File: src/rtl/instruction_fetch.sv
// instruction_fetch: PC register, next-PC selection and the IF/ID pipeline register.
module instruction_fetch #(
  parameter logic [31:0] RESET_PC = 32'h00000000,
  parameter logic [31:0] NOP_WORD = 32'h00000000
) (
  input  logic        clk,
  input  logic        reset,
  input  logic        Stall,
  input  logic        Flush,
  input  logic [1:0]  PCSrc,
  input  logic [31:0] BranchTarget,
  input  logic [25:0] JumpIndex,
  input  logic [31:0] JrTarget,
  output logic [31:0] Address,
  input  logic [31:0] Instruction,
  output logic [31:0] IF_ID_Instruction,
  output logic [31:0] IF_ID_PCPlus4,
  output logic        IF_ID_Valid,
  output logic        Misaligned
);
  logic [31:0] pc_q, pc_d, pc_plus4, target;
  logic [31:0] instr_q, instr_d, pc4_q, pc4_d;
  logic        valid_q, valid_d, misaligned_q, misaligned_d;
  logic        redirect, bubble, hold;
  always_comb begin
    pc_plus4     = pc_q + 32'd4;
    target       = PCSrc == 2'b01 ? {BranchTarget[31:2], 2'b00} :
                   PCSrc == 2'b10 ? {pc_plus4[31:28], JumpIndex, 2'b00} :
                                    {JrTarget[31:2], 2'b00};
    redirect     = PCSrc != 2'b00;
    bubble       = redirect | Flush;
    hold         = Stall & ~bubble;
    pc_d         = redirect ? target : Stall ? pc_q : pc_plus4;
    instr_d      = bubble ? NOP_WORD : hold ? instr_q : Instruction;
    pc4_d        = bubble ? 32'd0 : hold ? pc4_q : pc_plus4;
    valid_d      = bubble ? 1'b0 : hold ? valid_q : 1'b1;
    // sticky: once a misaligned jr target is seen, only reset clears it
    misaligned_d = misaligned_q | (PCSrc == 2'b11 && JrTarget[1:0] != 2'b00);
  end
  always_ff @(posedge clk or negedge reset) begin
    if (!reset) begin
      pc_q         <= RESET_PC;
      instr_q      <= NOP_WORD;
      pc4_q        <= 32'd0;
      valid_q      <= 1'b0;
      misaligned_q <= 1'b0;
    end else begin
      pc_q         <= pc_d;
      instr_q      <= instr_d;
      pc4_q        <= pc4_d;
      valid_q      <= valid_d;
      misaligned_q <= misaligned_d;
    end
  end
  assign Address           = pc_q;
  assign IF_ID_Instruction = instr_q;
  assign IF_ID_PCPlus4     = pc4_q;
  assign IF_ID_Valid       = valid_q;
  assign Misaligned        = misaligned_q;
endmodule

File: config.mk
export PLATFORM = sky130hd
export DESIGN_NAME = instruction_fetch
export DESIGN_NICKNAME = d
export VERILOG_FILES = /design/src/rtl/instruction_fetch.sv
export SDC_FILE = /design/constraint.sdc
export NUM_CORES = 1
export LEC_CHECK = 0
export ABC_AREA = 1
export CAP_MARGIN = 20
export CORE_ASPECT_RATIO = 1.25
export CORE_MARGIN = 3
export CORE_UTILIZATION = 38
export CTS_CLUSTER_DIAMETER = 40
export DETAILED_ROUTE_END_ITERATION = 10
export PLACE_DENSITY = 0.77
export SLEW_MARGIN = 20
export SYNTH_ARGS = -nofsm -noshare
export SYNTH_HDL_FRONTEND = slang
export SYNTH_SLANG_ARGS = --single-unit
File: constraint.sdc
create_clock -name clk -period 1.6 [get_ports clk]
set_input_delay 0.24 -clock clk [delete_from_list [all_inputs] [get_ports clk]]
set_output_delay 0.24 -clock clk [all_outputs]
set_load 0.005 [all_outputs]
* Word level (Yosys, flattened, before mapping)
Cells that the tools add are included.
** Storage, ports and cells
- Flip-flop bits (word level) :: 98
- Input port bits :: 128
- Output and inout bits :: 98
- Logic and storage cells :: 28
** Operators by class
- Add/sub/neg operators :: 1
- Equal/unequal tests :: 5
- Muxes and demuxes :: 10
- Bitwise gates (word level) :: 4
- Reduce and logical (&&, ||, !) cells :: 3
** Operator list (count)
- 2-to-1 mux 32 bit :: 8
- adder 32 x 3 -> 32 bit, second input constant :: 1
- == test 2 bit, second input constant :: 2
- nonzero test 2 bit :: 2
- == test 2 x 1 -> 1 bit, second input constant :: 1
- 2-to-1 mux 1 bit :: 2
- != test 2 x 1 -> 1 bit, second input constant :: 1
- != test 2 bit, second input constant :: 1
- bitwise OR 1 bit :: 2
- AND 1 bit :: 1
- logical AND 1 bit :: 1
- NOT 1 bit :: 1

* Longest topological paths before layout
- Depth after elaboration :: 6
- Depth in mapped cells :: 11
- Depth with buffers taken out :: 11

* Worst setup path after synthesis
No wires, ideal clock.
- Path type :: register -> register
- Start :: register pc_q[3] (netlist: Address[3])
- End :: register pc_q[30] (netlist: Address[30])
- Setup time :: 123 ps
- Data arrival time :: 1412 ps
- Data required time :: 1477 ps
- Path slack :: 65 ps
- Cell stages (with the launch flop) :: 11
- Path buffers :: 0
- Clock period less this slack :: 1535 ps
- Path through :: dfrtp_1 > ha_1 > nand2_2 > nor2_4 > nand2_2 > nor2_4 > nand2_1 > nand2_1 > nand2_1 > o21ai_0 > nand2_1
** Between the ends
- Longest elaborated chain between the ends :: 4
- Elaborated cells on any way between the ends :: 5
- Those cells by class :: add/sub: 1; mux: 4
** Ends and longest elaborated chain
- start, declared :: line 21 : logic [31:0] pc_q, pc_d, pc_plus4, target;
- start signal, assigned :: line 48 : pc_q <= pc_d;
- adder 32 x 3 -> 32 bit (*) :: line 26 : pc_plus4 = pc_q + 32'd4;
- 2-to-1 mux 32 bit :: line 28 : PCSrc == 2'b10 ? {pc_plus4[31:28], JumpIndex, 2'b00} :
- 2-to-1 mux 32 bit :: line 27 : target = PCSrc == 2'b01 ? {BranchTarget[31:2], 2'b00} :
- 2-to-1 mux 32 bit (*) :: line 33 : pc_d = redirect ? target : Stall ? pc_q : pc_plus4;
Every way passes the cells marked *; elsewhere a longest branch is shown, timed or not. The select of a mux whose other input is x is not followed.
A chain may end at the register's enable or synchronous reset.

* Final worst setup path
- Start :: register pc_q[2] (netlist: Address[2])
- End :: register pc_q[18] (netlist: Address[18])
** Between the ends
- Longest elaborated chain between the ends :: 3
** Ends and longest elaborated chain (line)
- adder 32 x 3 -> 32 bit :: 26
- 2-to-1 mux 32 bit (2 in a row) :: 33
No other way between the ends. The select of a mux whose other input is x is not followed.

==> flow_metrics.env <==
export IMPL_grt_pass1_wl_um=26610
export IMPL_holdCritPathClass="in -> async"
export IMPL_via_count=5443
export IMPL_highest_layer="met4"
export IMPL_grt_total_usage_pct=23.09
export IMPL_final_nets=1036
export IMPL_fin_crit_sh_pct=99.81
export IMPL_wl_per_cell_um=16.45
export IMPL_firstDrtPassIters=5
export IMPL_slew_viol_final=0
export IMPL_path_buf_inv=0
export IMPL_postLayoutCoreUtil_pct=67.32
export IMPL_synthToLayoutAreaGrowth_pct=70.77
export IMPL_drc=0
export IMPL_ir_worst_vdd_mv=0.4734
export IMPL_synth_xor_area_share_pct=3.462
export IMPL_power_leakage_nw=4.028
export IMPL_p_int_mw=4.738
export IMPL_met3_length_um=1275
export IMPL_finish_instance_area_um2=8641
export IMPL_overflow=0
export IMPL_path_max_fanout=4
export IMPL_cap_violations=0
export IMPL_yosys_warnings=0
export IMPL_io_buffers=219
export IMPL_cts_tree="done"
export IMPL_antennaDiodeCount=0
export IMPL_power_density_nw_per_um2=766.5
export IMPL_switchingPower_mw=1.885
export IMPL_dp_cells=1038
export IMPL_wl_met1_um=7032
export IMPL_synth_mux_area_share_pct=0
export IMPL_cts_max_level=3
export IMPL_crit_arrival_ns=1.87
export IMPL_fmax_mhz=626.2
export IMPL_ios=226
export IMPL_hold_viol=0
export IMPL_synth_area_per_cell_um2=8.241
export IMPL_max_stage_delay_ns=0.42
export IMPL_seq_power_share_pct=39.9
export IMPL_tns_ns=0
export IMPL_grt_pass1_vias=5223
export IMPL_layout_common_cells="nand2_1, clkdlybuf4s50_1, dfrtp_1, buf_4, a22o_1"
export IMPL_dieArea_um2=14750
export IMPL_synth_top_family_by_area="simple AND/OR/NAND/NOR gates"
export IMPL_path_class="reg -> reg"
export IMPL_crit_slowest_cell="dfrtp_2"
export IMPL_r2r_start="Address[2]"
export IMPL_num_rows=46
export IMPL_clock_latency_ns=0.34
export IMPL_path_cells="ha_4 > nand2_4 > nor2_4 > nand2_2 > nor2_4 > nand2_4 > xnor2_2 > nand2_1 > nand3_1"
export IMPL_min_period_ns=1.597
export IMPL_core_area_um2=12830
export IMPL_drive_gt1_share_pct=20.94
export IMPL_rrSetupSlack_ns=0.003
export IMPL_cts_path_max_buffers=2
export IMPL_die_y_um=135.0
export IMPL_antenna_found_initial=0
export IMPL_initial_utilization_pct=39.42
export IMPL_fill_cells=1087
export IMPL_hpwlAfterDp_um=13670
export IMPL_routabilityCongestion=0.9250
export IMPL_cp_top_family="simple AND/OR/NAND/NOR gates"
export IMPL_die_w_um=109.2
export IMPL_cp_end_kind="flop"
export IMPL_clockRootBuffer="clkbuf_16"
export IMPL_synth_area_um2=5060
export IMPL_r2r_end="Address[18]"
export IMPL_cp_start_kind="flop"
export IMPL_synthAdderAreaFrac_pct=0.2473
export IMPL_grt_max_degree=35
export IMPL_synthCells=614
export IMPL_mostFrequentLayoutCell="nand2_1"
export IMPL_yosysSeqAreaShare_pct=46.49
export IMPL_synth_compound_area_share_pct=15.43
export IMPL_synth_distinct_cells=35
export IMPL_wl_met2_um=8948
export IMPL_viasPerCell=5.040
export IMPL_yosys_register_bits=94
export IMPL_skew_ns=0.01237
export IMPL_status="complete, no violations"
export IMPL_rsz0062_at_grt="yes"
export IMPL_finalSetupViolCount=0
export IMPL_drt_wl_total_um=17770
export IMPL_instances_no_fill=1080
export IMPL_dpl_instance_area_um2=7835
export IMPL_worstPathRequired_ns=1.87
export IMPL_cts_buffers=9
export IMPL_combinationalPowerShare_pct=26.9
export IMPL_clk_pin_slew_ns=0.07
export IMPL_initialDrtViolationCount=362
export IMPL_p_sw_share_pct=28.46
export IMPL_yosys_area_share_simple_pct=27.27
export IMPL_clock_sinks=94
export IMPL_p_clk_share_pct=33.2
export IMPL_reg2regPathDepth=9
export IMPL_antenna_left=0
## repair_timing
item                       4_1_cts  5_1_grt
cloned                           0        0
hold endpoints to repair        30        0
pin swaps                        1       17
gates resized for setup         16       80
setup buffers                   14       11
hold buffers                     1        0
setup endpoints to repair       26       61
## power by group through the flow
stage	logic [mW]	registers, mW	clock network (mW)
floorplan	0.528	2.69	0
global placement	1.53	2.69	0
detailed placement	1.54	2.69	0
CTS	1.63	2.62	2.24
global route	1.92	2.66	2.34
finish	1.78	2.64	2.20
## cell usage after synthesis, drive strengths merged
library cell | instances | share of area [%]
nand2 | 240 | 18
dfrtp | 94 | 46
nor2 | 62 | 6.1
a22o | 34 | 5.9
inv | 29 | 2.3
buf | 28 | 4.5
a21oi | 27 | 2.7
nand3 | 18 | 1.8
xor2 | 14 | 2.4
o21ai | 13 | 1.3
o221ai | 12 | 2.1
a31oi | 10 | 1.2
o211ai | 8 | 1.2
xnor2 | 6 | 1.0
nor3 | 4 | 0.40
clkbuf | 3 | 0.22
a221oi | 2 | 0.35
nand3b | 2 | 0.30
nand4 | 2 | 0.25
o221a | 2 | 0.45
a22oi | 1 | 0.15
conb | 1 | 0.074
ha | 1 | 0.25
o21bai | 1 | 0.15
## worst register-to-register path, delay by kind of cell (launching register included)
kind | cells | cell delay (ns)
adder cells (fa/ha/maj) | 1 | 0.17
AND/OR/NAND/NOR | 7 | 0.73
flip-flops | 1 | 0.42
XOR/XNOR | 1 | 0.21
## layer usage
layer	vias to the layer above	global-route usage, %
met4	0	8.593
met2	243	39.00
met1	2548	29.09
met3	41	4.543
met5	-	0
li1	2611	-
## cells by family (layout without fill, tap and decap cells)
logic type	Yosys count	after routing
AO/OA/AOI/OAI	110	110
other	1	4
AND/OR/NAND/NOR	328	328
buffers and inverters	60	355
XOR/XNOR	20	20
adder cells (fa/ha/maj)	1	1
flip-flops	94	94
## how the worst max path moves through the flow
stage                            from          end  depth (start not counted)
after CTS                  Address[2]  Address[26]                         10
final                      Address[2]  Address[18]                          9
after global routing      Address[13]  Address[20]                         10
after floorplan            Address[3]  Address[30]                         10
after global placement       PCSrc[0]  Address[12]                          9
after detailed placement     PCSrc[0]  Address[12]                          8
## flip-flops by register name, summed over array words and instances (netlist names)
| signal | flops |
|---|---|
| Address | 30 |
| IF_ID_Instruction | 32 |
| IF_ID_PCPlus4 | 30 |
| IF_ID_Valid | 1 |
| Misaligned | 1 |
## through the flow
step,power [mW],setup slack (ns),hold slack [ns]
2_1_floorplan,3.216,0.06487,-0.05559
3_3_place_gp,4.215,-0.1669,0.2105
3_5_place_dp,4.227,-0.1668,0.2199
4_1_cts,6.500,-0.003917,0.4084
5_1_grt,6.908,-0.07816,0.4445
6_report,6.623,0.003096,0.4097
## cell type report
cell class                      instances  area, um2  area share [%]
Sequential cell                        94       2367           27.40
Clock inverter                          6      68.82          0.7964
Clock buffer                           10      239.0           2.766
Timing Repair Buffer                  310       3037           35.14
Inverter                               29      118.9           1.376
Multi-Input combinational cell        463       2600           30.09
Tap cell                              168      210.2           2.433
(Power assumes the default switching activity.)
